==> src/rtl/i2c_pkg.sv <==
// Shared types and constants for the I2C write-only master.
package i2c_pkg;
  typedef enum logic [2:0] {
    IDLE, START, ADDR, ADDR_ACK, LOAD, DATA, DATA_ACK, STOP
  } state_t;

  localparam int   QTR_DEF = 25;
  localparam logic RW_W    = 1'b0;
endpackage

==> src/rtl/i2c_qtr_tick.sv <==
// Quarter-bit timebase: ticks on the last clk of each quarter and tracks the quarter index.
module i2c_qtr_tick
  import i2c_pkg::*;
#(
  parameter int QTR = QTR_DEF
) (
  input  logic       clk,
  input  logic       reset,
  input  logic       i_clr,
  output logic       o_tick,
  output logic [1:0] o_q
);
  localparam int CW = (QTR > 1) ? $clog2(QTR) : 1;

  logic [CW-1:0] r_cnt;
  logic [1:0]    r_q;
  logic          w_last;

  assign w_last = (r_cnt == CW'(QTR - 1));
  assign o_tick = !i_clr && w_last;
  assign o_q    = r_q;

  always_ff @(posedge clk) begin
    if (reset || i_clr) begin
      r_cnt <= '0;
      r_q   <= '0;
    end else if (w_last) begin
      r_cnt <= '0;
      r_q   <= r_q + 2'd1;
    end else begin
      r_cnt <= r_cnt + CW'(1);
    end
  end
endmodule

==> src/rtl/i2c_master_write_ctrl.sv <==
// I2C write-only master: START, address+W, data bytes from a valid/ready stream, STOP.
module i2c_master_write_ctrl
  import i2c_pkg::*;
#(
  parameter int QTR = QTR_DEF
) (
  input  logic       clk,
  input  logic       reset,
  input  logic       start,
  input  logic [6:0] addr,
  input  logic [7:0] wdata,
  input  logic       wlast,
  input  logic       wvalid,
  output logic       wready,
  output logic       busy,
  output logic       done,
  output logic       nack,
  output logic       scl,
  output logic       sda_oe,
  input  logic       sda_in
);
  state_t     r_state, w_next;
  logic [7:0] r_shreg;
  logic [2:0] r_bitcnt;
  logic       r_nack, r_ackbit, r_last, r_done;
  logic       w_tick, w_clr, w_bit_end;
  logic [1:0] w_q;
  logic       w_scl, w_sda_oe, w_wready;

  // Timebase is frozen while idle and while stretching SCL in LOAD,
  // so every bit phase starts from a clean Q0.
  assign w_clr     = (r_state == IDLE) || (r_state == LOAD);
  assign w_bit_end = w_tick && (w_q == 2'd3);

  i2c_qtr_tick #(.QTR(QTR)) u_tick (
    .clk    (clk),
    .reset  (reset),
    .i_clr  (w_clr),
    .o_tick (w_tick),
    .o_q    (w_q)
  );

  always_ff @(posedge clk) begin
    if (reset) r_state <= IDLE;
    else       r_state <= w_next;
  end

  always_comb begin
    w_next   = r_state;
    w_scl    = 1'b1;
    w_sda_oe = 1'b0;
    w_wready = 1'b0;
    case (r_state)
      IDLE: if (start) w_next = START;
      START: begin
        w_scl    = ~w_q[1];
        w_sda_oe = 1'b1;
        if (w_bit_end) w_next = ADDR;
      end
      ADDR, DATA: begin
        w_scl    = w_q[1];
        w_sda_oe = ~r_shreg[r_bitcnt];
        if (w_bit_end && r_bitcnt == 3'd0)
          w_next = (r_state == ADDR) ? ADDR_ACK : DATA_ACK;
      end
      ADDR_ACK, DATA_ACK: begin
        w_scl = w_q[1];
        if (w_bit_end) begin
          if (r_ackbit)                          w_next = STOP;
          else if (r_state == ADDR_ACK || !r_last) w_next = LOAD;
          else                                   w_next = STOP;
        end
      end
      LOAD: begin
        w_scl    = 1'b0;
        w_wready = 1'b1;
        if (wvalid) w_next = DATA;
      end
      STOP: begin
        // Q0: SCL low with SDA held low; Q1: SCL high; Q2/Q3: SDA released.
        w_scl    = (w_q != 2'd0);
        w_sda_oe = ~w_q[1];
        if (w_bit_end) w_next = IDLE;
      end
      default: w_next = IDLE;
    endcase
  end

  always_ff @(posedge clk) begin
    if (reset) begin
      r_shreg  <= '0;
      r_bitcnt <= '0;
      r_nack   <= 1'b0;
      r_ackbit <= 1'b0;
      r_last   <= 1'b0;
      r_done   <= 1'b0;
    end else begin
      r_done <= (r_state == STOP) && w_bit_end;
      case (r_state)
        IDLE: if (start) begin
          r_shreg  <= {addr, RW_W};
          r_bitcnt <= 3'd7;
          r_nack   <= 1'b0;
        end
        ADDR, DATA: if (w_bit_end && r_bitcnt != 3'd0) r_bitcnt <= r_bitcnt - 3'd1;
        ADDR_ACK, DATA_ACK: begin
          if (w_tick && w_q == 2'd2) r_ackbit <= sda_in;
          if (w_bit_end && r_ackbit) r_nack   <= 1'b1;
        end
        LOAD: if (wvalid) begin
          r_shreg  <= wdata;
          r_last   <= wlast;
          r_bitcnt <= 3'd7;
        end
        default: ;
      endcase
    end
  end

  assign scl    = w_scl;
  assign sda_oe = w_sda_oe;
  assign wready = w_wready;
  assign busy   = (r_state != IDLE);
  assign done   = r_done;
  assign nack   = r_nack;
endmodule

==> config.mk <==
export PLATFORM = sky130hd
export DESIGN_NAME = i2c_master_write_ctrl
export DESIGN_NICKNAME = d
export VERILOG_FILES = /design/src/rtl/i2c_pkg.sv /design/src/rtl/i2c_qtr_tick.sv /design/src/rtl/i2c_master_write_ctrl.sv
export SDC_FILE = /design/constraint.sdc
export NUM_CORES = 1
export LEC_CHECK = 0
export ABC_CLOCK_PERIOD_IN_PS = 2850
export CORE_AREA = 10 10 54 88
export CTS_BUF_LIST = sky130_fd_sc_hd__clkbuf_16
export CTS_CLUSTER_SIZE = 8
export DETAILED_ROUTE_END_ITERATION = 16
export DIE_AREA = 0 0 64 98
export PLACE_DENSITY = 0.7
export SYNTH_ARGS = -nofsm -noshare
export SYNTH_HDL_FRONTEND = slang
export SYNTH_SLANG_ARGS = --single-unit
==> constraint.sdc <==
create_clock -name clk -period 2.85 [get_ports clk]
set_clock_uncertainty 0.1 [all_clocks]
set_input_delay 0.57 -clock clk [delete_from_list [all_inputs] [get_ports clk]]
set_output_delay 0.57 -clock clk [all_outputs]
set_load 0.1 [all_outputs]
=== Yosys cells after proc, flatten, opt, wreduce, memory -nomap -nowiden ===
Index checks and enable logic that the tools add are counted.

* Flip-flop bits (word level): 25
* Bits in latches: 0
* Bits in writable memories: 0
* Memory bits (read-only): 0
* Output and inout port bits: 6
* Word-level logic and storage cells: 88
* Memories kept: 0

* Add/sub/neg operators: 3
* $mul: 0
* Div/mod/pow operators: 0
* Order comparisons: 1
* Equality and inequality tests: 18
* Shift-type cells: 0
* Mux-type cells: 25
* Bitwise logic cells: 2
* Reductions and logical operators: 30

{| class="wikitable"
|+ Operators with widths
! operator !! count
|-
| 3-bit two-way mux || 10
|-
| 3-bit case mux with 6 select lines || 1
|-
| 8-bit two-way mux || 2
|-
| 2-bit != test, second input constant || 8
|-
| 8-bit case mux with 2 select lines || 1
|-
| 3-bit equality test, second input constant || 4
|-
| 3-bit case mux with 3 select lines || 1
|-
| 3-bit nonzero test || 3
|-
| 1-bit logical AND || 7
|-
| 3-bit by 2-bit equality test with 1-bit output, second input constant || 2
|-
| 3-bit zero test || 2
|-
| 3-bit AND reduction || 2
|-
| 6-bit AND reduction || 1
|-
| 2-bit nonzero test || 3
|-
| 2-bit OR reduction || 3
|-
| 5-bit by 1-bit adder with 5-bit output, second input constant || 1
|-
| 5-bit equality test, second input constant || 1
|-
| 2-bit equality test, second input constant || 2
|-
| 3-bit by 4-bit less-than comparator with 1-bit output, second input constant || 1
|-
| 1-bit two-way mux || 4
|-
| 2-bit two-way mux || 2
|-
| 1-bit case mux with 4 select lines || 1
|-
| 2-bit AND reduction || 2
|-
| 4-bit AND reduction || 1
|-
| 10 further kinds || 14
|}

=== Depth between registers and ports, before layout ===
* Depth in word-level cells: 8
* Gate-level depth with buffers: 7

=== Modules after synthesis ===
From an unflattened synthesis, not the netlist that was laid out.

* Cell total of the unflattened synthesis: 150
* Area total of the unflattened synthesis: 1377.6 µm²

{| class="wikitable"
|+ By module, submodules not included
! module !! times used !! cells each !! area each (µm²) !! sequential area each (µm²)
|-
| i2c_master_write_ctrl || 1 || 119 || 1074.8 || 360.3
|-
| i2c_qtr_tick || 1 || 31 || 302.8 || 140.1
|}

=== Worst setup path after synthesis ===
Ideal clock, no wire load.

* Kind: register -> output
* From: register r_state[1]
* To: output scl
* Arrival time: 2.622 ns
* Required time: 2.180 ns
* Setup slack: -0.442 ns
* Cell stages (with the launch flop): 5
* Cells stage by stage: dfxtp_1 clkbuf_1 clkbuf_1 xor2_1 o221ai_1

* Longest elaborated chain between the ends: 3
* Elaborated cells on any way between the ends: 9
* Classes of those cells: eq/ne (7); mux (1); reduce/logical (1)

{| class="wikitable"
|+ Ends and longest elaborated chain
! what !! RTL line !! RTL
|-
| from (decl) || i2c_master_write_ctrl.sv:22 || <nowiki>state_t r_state, w_next;</nowiki>
|-
| from (signal assigned) || i2c_master_write_ctrl.sv:45 || <nowiki>else r_state <= w_next;</nowiki>
|-
| 3-bit by 2-bit equality test with 1-bit output / 3-bit equality test (equally long branches) || i2c_master_write_ctrl.sv:53 || <nowiki>case (r_state)</nowiki>
|-
| 4-bit OR reduction (no line) || - ||
|-
| 1-bit case mux with 4 select lines * || i2c_master_write_ctrl.sv:53 ||
|-
| to (decl) || i2c_master_write_ctrl.sv:18 || <nowiki>output logic scl,</nowiki>
|}

Every way passes the cells marked *; elsewhere a longest branch is shown, timed or not.

=== Final worst setup path ===
* From: register r_bitcnt[0]
* To: output sda_oe

* Longest elaborated chain between the ends: 4

{| class="wikitable"
|+ Ends and longest elaborated chain
! what !! RTL line !! RTL
|-
| from (decl) || i2c_master_write_ctrl.sv:24 || <nowiki>logic [2:0] r_bitcnt;</nowiki>
|-
| from (signal assigned) || i2c_master_write_ctrl.sv:105 || <nowiki>ADDR, DATA: if (w_bit_end && r_bitcnt != 3'd0) r_bitcnt <= r_bitcnt - 3'd1;</nowiki>
|-
| 1-bit binary-select mux with 3-bit select || i2c_master_write_ctrl.sv:62 || <nowiki>w_sda_oe = ~r_shreg[r_bitcnt];</nowiki>
|-
| 1-bit two-way mux (implied by the code) || i2c_master_write_ctrl.sv:62 ||
|-
| 1-bit NOT || i2c_master_write_ctrl.sv:62 ||
|-
| 1-bit case mux with 3 select lines || i2c_master_write_ctrl.sv:53 ||
|-
| to (decl) || i2c_master_write_ctrl.sv:19 || <nowiki>output logic sda_oe,</nowiki>
|}

Every way passes these cells. The select of a mux whose other input is x is not followed.

==> summary.md <==
| Metric | Value |
|---|---|
| Placed Area | `about 1700 um2` |
| WP data required | `2.18 ns` |
| CP endpoint kind | `output port` |
| Setup ws final | `0.430 ns` |
| Setup tns final | `0 ns` |
| Die Ht | `98 um` |
| RR Startpoint | `r_state[0]` |
| Synth unique cells | `38` |
| Clk Latency, worst-skew pair | `0.26 ns` |
| Max Cap Violations | `0` |
| Final Critical Period | `2.42 ns` |
| Max Slew Vio Count | `0` |
| HPWL Detailed | `2.45 mm` |
| Synth-to-Final Area Change | `28.1%` |
| Grt ovf | `0` |
| Relative slew slack | `51.6%` |
| Cts repair resizes | `0` |
| Place WS | `0.559 ns` |
| Postcts setup bufs | `0` |
| Hold depth | `2` |
| Avg Cell Area, Syn | `8.99 um2` |
| Synth Warn # | `0` |
| P per Cell Area | `453 nW/um2` |
| Global-route wire length before repair | `5.39 mm` |
| All-Layer GR Usage | `10.1%` |
| Die area | `6270 um2` |
| Post-synth EDFFs | `0` |
| Worst-path maximum fanout | `5` |
| Reg-to-Reg End | `r_bitcnt[1]` |
| Iter 0 DRT Violations | `24` |
| Max clock buf depth | `2` |
| Period utilization | `84.9%` |
| Final Setup Violations | `0` |
| Hold_ws | `about 0.37 ns` |
| Worst Path Class, Setup | `flip-flop to output port` |
| Site Rows | `28` |
| Worst-path clk slew | `roughly 0.06 ns` |
| CTS tree | `built` |
| Port Buf Inserts | `26` |
| Pin count of the biggest net entering global routing | `21` |
| Total CTS buffers | `3` |
| Initial antenna violation count | `0` |
| RSZ-0062 raised after global routing | `no` |
| Lkg Pwr | `around 0.66 nW` |
| Worst R2R Setup Slack | `around 0.70 ns` |
| Layout cells sized above 1 | `between 10% and 20%` |
| Diodes inserted | `0` |
| First-pass DRT Iterations | `4` |
| Via count | `1,186` |
| Root buffer cell | `clkbuf_16` |
| Starting Density | `between 40% and 50%` |
| WP data arrival | `1.75 ns` |
| Detailed Route WL | `3.11 mm` |
| Peak Freq | `413 MHz` |
| Core footprint | `~3300 um2` |
| CTS Sinks | `25` |
| # IOs | `27` |
| NumNets Final | `approximately 210` |
| Post-Syn Area | `1410 um2` |
| Wire per inst | `13.9 um` |
| Final Power | `819 uW` |
| Mapped Cells | `157` |
| Synth Net Count | `about 190` |
| Peak VDD IR | `between 0.3 and 0.4 mV` |
| H-Tree Depth | `1` |
| Asr flop ratio synth | `0%` |
| Sequential fraction of the synthesis area | `35.5%` |
| GPL Wtd Cong | `0.837` |
| Worst Hold Launch | `nack` |
| # hold bufs at CTS | `0` |
| Post-route ant nets | `0` |
| Flops & latches, synth | `25` |
| Endpoints failing hold | `0` |
| Post-route cell area | `~1800 um2` |
| DR vias/cell | `5.29` |
| Endpoint, Worst Hold | `nack` |
| Fin util | `54.3%` |
| Slew @ Worst Pin | `a little over 0.7 ns` |
| Reg2Reg Depth | `4` |
| Die width | `64 um` |
| Vias in the first global route | `1,204` |
| Synth Flop Type | `dfxtp_1` |
| Non-Filler Instances | `around 220` |
| Worst setup SP type | `flip-flop` |
| Dpl cells | `220` |
| Drt drc | `0` |
| Status | `finished, final reports clean` |
| Hold/Removal Path Class | `flip-flop to flip-flop` |
## registers in the layout, indices dropped and copies added (netlist names)
name and flops:
done 1, nack 1, r_ackbit 1, r_bitcnt 3, r_last 1, r_shreg 8, r_state 3, u_tick.o_q 2
u_tick.r_cnt 5
## synthesized netlist by cell type (all sizes together) (4+ instances only)
master	count	area share, %
inv	10	2.7
a211oi	11	5.9
ha	7	6.2
dfxtp	25	35
xor2	5	3.1
clkbuf	8	2.1
nand2	4	1.1
nor3	6	2.9
mux2i	11	7.8
a21oi	8	2.8
nor2	21	5.6
nand3	4	1.4
## worst max-delay path by stage
stage                 from           to  cells past startpoint
2_1_floorplan   r_state[1]          scl                      4
3_3_place_gp        wvalid  r_bitcnt[0]                      5
3_5_place_dp        wvalid   r_shreg[2]                      5
4_1_cts        r_bitcnt[0]       sda_oe                      5
5_1_grt         r_state[0]       sda_oe                      4
6_report       r_bitcnt[0]       sda_oe                      5
## layer usage
metal  wire length, um  up-vias  global-route usage [%]
li1                  -      610                       -
met3               118        5                    2.17
met5                 0        -                       0
met4                48        0                    4.23
met2              1660       22                    17.5
met1              1280      549                    11.5
## worst max-delay path, stage by stage, from the launching register on
cell and delay, ns:
dfxtp_1 0.43, mux4_2 0.52, mux2i_1 0.14, o21ai_0 0.09, nand2_1 0.12, buf_12 0.18
## cell usage in the layout (no fill, tap or decap), types with 3 or more instances in the layout
master / netlist / routed
buf_12: 0 / 3
xor2_1: 5 / 5
clkbuf_16: 0 / 3
a211oi_1: 11 / 11
clkdlybuf4s50_1: 0 / 20
inv_1: 10 / 10
dfxtp_1: 25 / 25
buf_4: 0 / 6
nand4_1: 3 / 3
ha_1: 7 / 7
nand3_1: 4 / 4
mux2i_1: 11 / 11
nor3b_1: 3 / 3
nand2_1: 4 / 4
a21oi_1: 8 / 8
nor3_1: 5 / 5
or3_1: 3 / 3
nor2_1: 21 / 21
## cells by family after synthesis
logic type      after synthesis  share of synthesized area (%)
xor+xnor                      7                           4.34
compound gates               31                           16.4
simple gates                 53                           20.3
mux                          13                           11.0
buf+inv                      21                           6.29
flops                        25                           35.5
fa+ha+maj                     7                           6.21
## area by class of cell
cell class,instances,area [um2]
fillers,303,1520
multi-input cells,111,828
flip-flops and latches,25,500
repair buffers,29,305
clock buffers,3,75.1
well taps,45,56.3
inverters,10,37.5
clock inverters,1,5.00
## report_power, final
| part | leakage, nW | switching, mW | internal, mW |
|---|---|---|---|
| Combinational | 0.412 | 0.0666 | 0.0633 |
| Sequential | 0.204 | 0.0176 | 0.364 |
| Clock | 0.0409 | 0.118 | 0.189 |
(Power assumes the default switching activity.)
